===== config.mk =====
export PLATFORM = sky130hd
export DESIGN_NAME = mem_bus_ctrl
export DESIGN_NICKNAME = d
export VERILOG_FILES = /design/src/rtl/cpu_pkg.sv /design/src/rtl/mem_lane_align.sv /design/src/rtl/mem_bus_ctrl.sv
export SDC_FILE = /design/constraint.sdc
export NUM_CORES = 1
export LEC_CHECK = 0
export CELL_PAD_IN_SITES_DETAIL_PLACEMENT = 0
export CELL_PAD_IN_SITES_GLOBAL_PLACEMENT = 1
export CORE_ASPECT_RATIO = 0.75
export CORE_MARGIN = 5
export CORE_UTILIZATION = 35
export DETAILED_ROUTE_END_ITERATION = 6
export GPL_TIMING_DRIVEN = 0
export PLACE_DENSITY = 0.79
export SLEW_MARGIN = 5
export SYNTH_ARGS = -nofsm -noshare
export SYNTH_HDL_FRONTEND = slang
export SYNTH_SLANG_ARGS = --single-unit

===== constraint.sdc =====
create_clock -name clk -period 4.9 [get_ports clk]
set_clock_uncertainty 0.2 [all_clocks]
set_input_delay 0.49 -clock clk [delete_from_list [all_inputs] [get_ports clk]]
set_output_delay 0.49 -clock clk [all_outputs]
set_load 0.005 [all_outputs]

===== src/rtl/cpu_pkg.sv =====
// Shared CPU memory-stage types: operation codes, controller states and op decode helpers.
package cpu_pkg;

    typedef enum logic [3:0] {
        NOP  = 4'd0,
        LDW  = 4'd1,
        LDH  = 4'd2,
        LDHU = 4'd3,
        LDB  = 4'd4,
        LDBU = 4'd5,
        STW  = 4'd6,
        STH  = 4'd7,
        STB  = 4'd8
    } mem_op_e;

    typedef enum logic [1:0] {
        ST_IDLE   = 2'd0,
        ST_ACCESS = 2'd1,
        ST_DONE   = 2'd2
    } mem_state_e;

    typedef enum logic [1:0] {
        SZ_BYTE = 2'd0,
        SZ_HALF = 2'd1,
        SZ_WORD = 2'd2
    } mem_size_e;

    // Codes above STB are ALU-only operations that bypass the bus.
    function automatic logic op_is_mem(input logic [3:0] op);
        return (op >= LDW) && (op <= STB);
    endfunction

    function automatic logic op_is_store(input logic [3:0] op);
        return (op == STW) || (op == STH) || (op == STB);
    endfunction

    function automatic logic op_is_signed(input logic [3:0] op);
        return (op == LDB) || (op == LDH);
    endfunction

    function automatic mem_size_e op_size(input logic [3:0] op);
        case (op)
            LDB, LDBU, STB: return SZ_BYTE;
            LDH, LDHU, STH: return SZ_HALF;
            default:        return SZ_WORD;
        endcase
    endfunction

endpackage


===== src/rtl/mem_lane_align.sv =====
// Byte-lane steering: store replication and byte enables, plus load lane
// extraction with sign/zero extension (little-endian lanes).
module mem_lane_align
    import cpu_pkg::*;
#(
    parameter int WORD_DATA_WIDTH = 32,
    localparam int BE_W  = WORD_DATA_WIDTH / 8,
    localparam int OFS_W = $clog2(BE_W)
) (
    input  logic [3:0]                 op,
    input  logic [OFS_W-1:0]           ofs,
    input  logic [WORD_DATA_WIDTH-1:0] wr_data,
    input  logic [WORD_DATA_WIDTH-1:0] rd_data,
    output logic [BE_W-1:0]            be,
    output logic [WORD_DATA_WIDTH-1:0] wr_lane,
    output logic [WORD_DATA_WIDTH-1:0] rd_ext
);

    mem_size_e   size;
    logic [7:0]  byte_sel;
    logic [15:0] half_sel;
    logic        ext_bit;

    assign size     = op_size(op);
    // Halfword base drops ofs[0] so the select never leaves the word.
    assign byte_sel = rd_data[{ofs, 3'b000} +: 8];
    assign half_sel = rd_data[{ofs[OFS_W-1:1], 4'b0000} +: 16];

    always_comb begin
        be      = '1;
        wr_lane = wr_data;
        rd_ext  = rd_data;
        ext_bit = 1'b0;
        case (size)
            SZ_BYTE: begin
                be      = BE_W'(1) << ofs;
                wr_lane = {BE_W{wr_data[7:0]}};
                ext_bit = op_is_signed(op) & byte_sel[7];
                rd_ext  = {{(WORD_DATA_WIDTH-8){ext_bit}}, byte_sel};
            end
            SZ_HALF: begin
                be      = BE_W'(3) << ofs;
                wr_lane = {(BE_W/2){wr_data[15:0]}};
                ext_bit = op_is_signed(op) & half_sel[15];
                rd_ext  = {{(WORD_DATA_WIDTH-16){ext_bit}}, half_sel};
            end
            default: ;
        endcase
    end

endmodule


===== src/rtl/mem_bus_ctrl.sv =====
// Memory-stage bus controller: runs one bus access per aligned load/store,
// with timeout, flush handling and the aligned/extended result back to the pipeline.
module mem_bus_ctrl
    import cpu_pkg::*;
#(
    parameter int WORD_DATA_WIDTH = 32,
    parameter int WORD_ADDR_WIDTH = 30,
    parameter int TIMEOUT_CYC     = 15,
    localparam int BE_W  = WORD_DATA_WIDTH / 8,
    localparam int OFS_W = $clog2(BE_W)
) (
    input  logic                             clk,
    input  logic                             reset,
    input  logic                             exe_en_i,
    input  logic [3:0]                       exe_mem_op_i,
    input  logic [WORD_DATA_WIDTH-1:0]       exe_mem_wr_data_i,
    input  logic [WORD_ADDR_WIDTH+OFS_W-1:0] exe_out_i,
    input  logic                             flush_i,
    input  logic [WORD_DATA_WIDTH-1:0]       bus_rd_data_i,
    input  logic                             bus_rdy_i,
    output logic [WORD_ADDR_WIDTH-1:0]       bus_addr_o,
    output logic                             bus_as_o,
    output logic                             bus_rw_o,
    output logic [BE_W-1:0]                  bus_be_o,
    output logic [WORD_DATA_WIDTH-1:0]       bus_wr_data_o,
    output logic [WORD_DATA_WIDTH-1:0]       out_o,
    output logic                             busy_o,
    output logic                             miss_align_o,
    output logic                             bus_err_o
);

    localparam int            CNT_W    = (TIMEOUT_CYC > 1) ? $clog2(TIMEOUT_CYC) : 1;
    localparam logic [CNT_W-1:0] CNT_LAST = CNT_W'(TIMEOUT_CYC - 1);

    mem_state_e                 state;
    logic [3:0]                 op_q;
    logic [OFS_W-1:0]           ofs_q;
    logic                       rw_q;
    logic [BE_W-1:0]            be_q;
    logic [CNT_W-1:0]           cnt;
    logic [WORD_DATA_WIDTH-1:0] result_q;
    logic                       err_q;
    logic                       flush_q;

    logic [OFS_W-1:0]           ofs;
    mem_size_e                  size;
    logic                       is_mem;
    logic                       misaligned;
    logic                       start;
    logic                       flush_seen;
    logic [3:0]                 lane_op;
    logic [OFS_W-1:0]           lane_ofs;
    logic [BE_W-1:0]            lane_be;
    logic [WORD_DATA_WIDTH-1:0] lane_wr;
    logic [WORD_DATA_WIDTH-1:0] lane_rd;

    assign ofs        = exe_out_i[OFS_W-1:0];
    assign size       = op_size(exe_mem_op_i);
    assign is_mem     = exe_en_i && op_is_mem(exe_mem_op_i);
    assign start      = (state == ST_IDLE) && is_mem && !misaligned && !flush_i;
    assign flush_seen = flush_q | flush_i;

    always_comb begin
        misaligned = 1'b0;
        if (size == SZ_HALF) begin
            misaligned = ofs[0];
        end else if (size == SZ_WORD) begin
            misaligned = |ofs;
        end
    end

    // Lanes follow the incoming op while idle and the captured op during the access.
    assign lane_op  = (state == ST_IDLE) ? exe_mem_op_i : op_q;
    assign lane_ofs = (state == ST_IDLE) ? ofs : ofs_q;

    mem_lane_align #(
        .WORD_DATA_WIDTH(WORD_DATA_WIDTH)
    ) u_lane_align (
        .op      (lane_op),
        .ofs     (lane_ofs),
        .wr_data (exe_mem_wr_data_i),
        .rd_data (bus_rd_data_i),
        .be      (lane_be),
        .wr_lane (lane_wr),
        .rd_ext  (lane_rd)
    );

    always_comb begin
        bus_as_o     = (state == ST_ACCESS);
        bus_rw_o     = 1'b1;
        bus_be_o     = '0;
        if (bus_as_o) begin
            bus_rw_o = rw_q;
            bus_be_o = be_q;
        end
        busy_o       = start || bus_as_o;
        miss_align_o = (state == ST_IDLE) && is_mem && misaligned;
        bus_err_o    = (state == ST_DONE) && err_q;
        out_o        = '0;
        if (state == ST_DONE) begin
            out_o = result_q;
        end else if ((state == ST_IDLE) && exe_en_i && !op_is_mem(exe_mem_op_i)) begin
            out_o = WORD_DATA_WIDTH'(exe_out_i);
        end
    end

    always_ff @(posedge clk or posedge reset) begin
        if (reset) begin
            state         <= ST_IDLE;
            bus_addr_o    <= '0;
            bus_wr_data_o <= '0;
            op_q          <= NOP;
            ofs_q         <= '0;
            rw_q          <= 1'b1;
            be_q          <= '0;
            cnt           <= '0;
            result_q      <= '0;
            err_q         <= 1'b0;
            flush_q       <= 1'b0;
        end else begin
            case (state)
                ST_IDLE: begin
                    if (start) begin
                        bus_addr_o    <= exe_out_i[WORD_ADDR_WIDTH+OFS_W-1:OFS_W];
                        bus_wr_data_o <= op_is_store(exe_mem_op_i) ? lane_wr : '0;
                        op_q          <= exe_mem_op_i;
                        ofs_q         <= ofs;
                        rw_q          <= !op_is_store(exe_mem_op_i);
                        be_q          <= lane_be;
                        cnt           <= '0;
                        err_q         <= 1'b0;
                        flush_q       <= 1'b0;
                        state         <= ST_ACCESS;
                    end
                end
                ST_ACCESS: begin
                    if (flush_i) begin
                        flush_q <= 1'b1;
                    end
                    // A flushed access still completes on the bus but reports nothing.
                    if (bus_rdy_i) begin
                        result_q <= (flush_seen || !rw_q) ? '0 : lane_rd;
                        err_q    <= 1'b0;
                        state    <= ST_DONE;
                    end else if (cnt == CNT_LAST) begin
                        result_q <= '0;
                        err_q    <= !flush_seen;
                        state    <= ST_DONE;
                    end else begin
                        cnt <= cnt + CNT_W'(1);
                    end
                end
                ST_DONE: begin
                    state <= ST_IDLE;
                end
                default: begin
                    state <= ST_IDLE;
                end
            endcase
        end
    end

endmodule


* Word-level counts from Yosys, hierarchy flattened *
Index checks and enable logic that the tools add are counted.

operators by class
  shifts and indexed selects = 4
  multiplexer cells = 31
  bitwise gates (word level) = 3
  order comparisons = 2
  multipliers = 0
  divide/modulo/power cells = 0
  reduce and logical (&&, ||, !) cells = 35
  $add $sub $neg = 1
  equality and inequality tests = 24

operators by type and width
  cell                                                                   count
  32-bit two-way mux                                                     6
  32-bit case mux with 2 select lines                                    2
  32-bit by 6-bit variable part select with 16-bit output                1
  32-bit by 6-bit variable part select with 8-bit output                 1
  4-bit by 3-bit == test with 1-bit output, second input constant        7
  4-bit two-way mux                                                      5
  4-bit by 2-bit == test with 1-bit output, second input constant        4
  4-bit case mux with 2 select lines                                     2
  4-bit == test, second input constant                                   3
  2-bit case mux with 2 select lines                                     3
  3-bit OR reduction                                                     4
  1-bit logical AND                                                      9
  2-bit two-way mux                                                      4
  2-bit != test, second input constant                                   4
  1-bit two-way mux                                                      7
  2-bit by 1-bit == test with 1-bit output, second input constant        3
  1-bit zero test                                                        6
  2-bit AND reduction                                                    3
  3-bit AND reduction                                                    2
  1-bit logical OR                                                       5
  4-bit by 1-bit adder with 4-bit output, second input constant          1
  2-bit == test, second input constant                                   2
  4-bit by 1-bit >= comparator with 1-bit output, second input constant  1
  4-bit less-or-equal comparator, second input constant                  1
  10 further kinds                                                       14

storage, ports and cells
  memories = 0
  input bits = 105
  latch bits = 0
  bits in read-only memories = 0
  register bits = 113
  output and inout port bits = 103
  memory bits (writable) = 0
  logic and storage cells = 111

* Depth between registers and ports, before layout *
  word-level depth = 11
  gate-level depth with buffers = 9
  mapped depth without buffers = 7

* Hierarchy *
A second synthesis with hierarchy kept.

second synthesis, totals
  cell total of the unflattened synthesis = 533
  area, all modules = 6,078.3 um^2

by module, submodules not included
  module          cells an instance  seq. area each (um^2)  area each (um^2)  times used
  mem_bus_ctrl    358                2,829.0                4,898.4           1
  mem_lane_align  175                0.0                    1,179.9           1

* Worst setup path before layout *
OpenSTA, ideal clock, no wires.

  kind = in2out
  start point = in exe_mem_op_i[3]
  end point = out busy_o
  path slack = 2.220 ns
  path buffers = 3
  cell stages on the path = 8
  required time = 4.210 ns
  arrival = 1.990 ns
  cells stage by stage = buf_2 or4_1 nand4_1 nor2_1 nand2_2 buf_2 buf_2 nand2_1

between the ends
  cells in the longest elaborated chain, start to end = 10
  elaborated cells between the ends (all ways) = 22
  classes of those cells = order compare: 2; eq/ne: 8; mux: 3; reduce/logical: 9

ends and longest elaborated chain
  item                                                              line                RTL
  start, declared                                                   mem_bus_ctrl.sv:15  input logic [3:0] exe_mem_op_i,
  4-bit by 3-bit == test with 1-bit output (tied with other cells)  cpu_pkg.sv:42       case (op)
  3-bit OR reduction                                                cpu_pkg.sv:42
  2-bit case mux with 2 select lines                                cpu_pkg.sv:42
  2-bit == test                                                     mem_bus_ctrl.sv:67  end else if (size == SZ_WORD) begin
  1-bit two-way mux                                                 mem_bus_ctrl.sv:67
  1-bit two-way mux                                                 mem_bus_ctrl.sv:65  if (size == SZ_HALF) begin
  1-bit zero test                                                   mem_bus_ctrl.sv:60  assign start = (state == ST_IDLE) && is_mem && !misaligned && !flush_i;
  1-bit logical AND (*) (2 in series)                               mem_bus_ctrl.sv:60
  1-bit logical OR (*)                                              mem_bus_ctrl.sv:96  busy_o = start || bus_as_o;
  end, declared                                                     mem_bus_ctrl.sv:27  output logic busy_o,

Every way passes the cells marked *; elsewhere a longest branch is shown, timed or not.

* Worst setup path after layout *
  start point = in exe_mem_op_i[1]
  end point = out busy_o

Same word-level chain as after synthesis.

==> impl_metrics.tcl <==
set metrics [dict create \
    final-hold-violation-count 0 \
    crit_chain "clkdlybuf4s50_1, buf_2, o31ai_1, nand4_1, nor2_1, nand2_2, buf_2, buf_2, nand2_1, clkdlybuf4s50_1" \
    asyncSetResetFlopFracSynth_pct 100 \
    final_replace_weighted_congestion 0.923 \
    post-cts-setup-buffer-count 0 \
    cts_root_buf "clkbuf_16" \
    post_synth_inst_count 547 \
    core.rowCount 41 \
    setup_viol 0 \
    critical_path.endpoint_type "output pin" \
    floorplan.die_area_mm2 0.0197 \
    post-route-min-period_ns 4.10 \
    antenna-diode-count 0 \
    clkSinkCount 113 \
    power_per_cell_area_mw_per_mm2 398 \
    die_x_um 160 \
    timing.final.max_slew_violations 0 \
    finalSetupTns_ns 0 \
    detailed_route_wire_length_mm 22.3 \
    worst_path_max_delay_cell "clkdlybuf4s50_1" \
    final_cells 1000 \
    worst-slew-pin-transition_ns 1.06 \
    syn2layout_area_growth_pct 49.9 \
    route.detailed.wl_per_inst_um 22.3 \
    io_buffer_count 205 \
    clkLatencyLatePin_ns 0.42 \
    design.core.area_mm2 0.0167 \
    antenna_found_initial 0 \
    fin_crit_sh_pct 83.6 \
    max-clock-path-buffers 2 \
    route.detailed.vias_per_inst 5.65 \
    timing.critical_path.arrival_ns 3.41 \
    initial_core_util_pct 35.5 \
    clk_transition_reported_paths_ns 0.06 \
    vdd.ir_drop.worst_v 0.000251 \
    fill_cells 1516 \
    postSynthNetCount 654 \
    power.static_leakage_nw 3.76 \
    slew_headroom_pct 28.4 \
    number_of_warning_messages_in_the_yosys_log 0 \
    die_h_um 123 \
    final_total_pwr_w 0.00354 \
    worst_hold_path_type "primary input to flip-flop" \
    critical_path.max_fanout 10 \
    cp_top_family "buffers and inverters" \
    vias 5654 \
    syn_area_per_cell_um2 10.9 \
    count_of_unresolved_drc_violations_after_routing 0 \
    critPathRequiredTime_ns 4.21 \
    number_of_max_cap_violations 0 \
    yosysSeqAreaShare_pct 47.6 \
    post-route-worst-setup-slack_ns 0.803 \
    global_route.overflow_total 0 \
    io_pins 208 \
    grt_util_all_layers_pct 22.5 \
    cp_startpoint_kind "primary input" \
    result_of_the_run "finished clean" \
    total_placed_instance_area_mm2 0.00829 \
    synth_top_flop_cell "dfrtp_1" \
    grt_max_degree 59 \
    critical_path.most_common_cell "buf_2" \
    grt_pass1_wl_mm 33.8 \
    initialDrtViolationCount 467 \
    detail-route-antenna-nets 0 \
    critical-path-max-stage-delay_ns 0.55 \
    ys_seq_elements 113 \
    cts-htree-levels 4 \
    detailedPlacementHpwl_mm 17.0 \
    dpl_worst_slack_ns 0.842 \
    fin_nets 879 \
    cts_hold_buffers 0 \
    fmaxAchievable_ghz 0.244 \
    detailedRoute.firstPassIterationCount 5 \
    synth_cell_type_count 58 \
    cts_resized 0 \
    critical_path_start_end_classification "primary input to output pin" \
    place.detailed.instances 968 \
    cts-buffers-inserted 17 \
    cts_tree "done" \
    timing.critical_path.buf_inv 5 \
    syn-cell-area_mm2 0.00594 \
    grt_setup_unrepaired "no" \
    number_of_enable_flip_flop_cells_after_synthesis 0 \
    post_route_design_area_mm2 0.00891 \
    final_layout_size_suffix_gt1_share_pct 14.3 \
    grt_pass1_vias 5685 \
]
layer usage:
layer	up-vias	part of all wire, %	track usage, %	wire [µm]
met5	-	0	0	0
met3	30	8.4	6.75	1870
li1	2550	-	-	-
met4	0	1.8	7.74	411
met1	2827	45	31.2	10000
met2	247	45	33.5	10000
area by class of cell:
cell class	instances	area (µm²)	area share (%)
flip-flops and latches	113	2830	31.8
multi-input cells	367	2770	31.1
clock inverters	13	160	1.80
clock buffers	19	453	5.08
inverters	17	68.8	0.773
repair buffers	206	2080	23.3
well taps	215	269	3.02
plain buffers	50	280	3.15
cell families (layout without fill, tap and decap cells):
logic type | count (synthesis) | in the layout | share of synthesized area (%)
AO/OA/AOI/OAI | 174 | 174 | 23.6
AND/OR/NAND/NOR | 126 | 126 | 10.8
flip-flops | 113 | 113 | 47.6
buffers and inverters | 67 | 305 | 5.79
multiplexers | 62 | 62 | 11.3
XOR/XNOR | 3 | 3 | 0.442
adder cells (fa/ha/maj) | 2 | 2 | 0.421
flip-flops by register name, summed over array words and instances (netlist names):
register       count
rw_q               1
result_q          32
state              2
flush_q            1
bus_addr_o        30
err_q              1
cnt                4
bus_wr_data_o     32
op_q               4
ofs_q              2
be_q               4
cell usage in the layout, fill, tap and decap left out, types with 18 or more instances in the layout:
cell type / synthesis / layout
a22o_1: 32 / 32
a32oi_1: 18 / 18
clkbuf_1: 22 / 22
clkdlybuf4s50_1: 0 / 205
dfrtp_1: 112 / 112
mux2_2: 40 / 40
mux2i_1: 22 / 22
nand2_1: 49 / 49
o21ai_0: 18 / 18
o2bb2ai_1: 24 / 24
report_power, final:
part	switching, W	internal, W	total, W
Clock	0.000465	0.000824	0.00129
Combinational	0.000409	0.000558	0.000967
Sequential	0.000137	0.00115	0.00129
Total	0.00101	0.00253	0.00354
synthesized netlist by cell type (14+ instances only):
master	number	area (µm²)
mux2i_1	22	220
inv_1	16	60.1
nor2_1	14	52.6
dfrtp_1	112	2800
nand4_1	16	100
mux2_2	40	450
a32oi_1	18	158
o221ai_1	15	131
buf_2	17	85.1
a22o_1	32	280
o21ai_0	18	90.1
clkbuf_1	22	82.6
nand2_1	49	184
o2bb2ai_1	24	210
metrics by stage:
stage / utilization [%] / hold slack [ns]
2_1_floorplan: - / 0.244
3_3_place_gp: 49.4 / 0.272
3_5_place_dp: 49.6 / 0.277
4_1_cts: 53.3 / 0.254
5_1_grt: 53.3 / 0.272
6_report: 53.3 / 0.285
worst paths after layout:
| path | slack [ns] | end | cells after the start | start |
|---|---|---|---|---|
| max | 0.80 | busy_o | 10 | exe_mem_op_i[1] |
| min | 0.28 | op_q[3] | 2 | exe_mem_op_i[3] |
| max reg2reg | 2.08 | bus_wr_data_o[24] | 8 | state[0] |
| min reg2reg | 0.29 | bus_wr_data_o[26] | 1 | bus_wr_data_o[26] |
| max in group asynchronous | 3.50 | op_q[1] | 3 | reset |
| min in group asynchronous | 0.31 | bus_wr_data_o[30] | 2 | reset |
worst reg2reg max path: stages (launching register included):
cell and delay (ns):
dfrtp_1 0.35, buf_2 0.18, nor2_1 0.43, nand4_1 0.23, nor2_1 0.34, nand2_2 0.27, buf_2 0.30, buf_2 0.23
o2bb2ai_1 0.16
(Power assumes the default switching activity.)
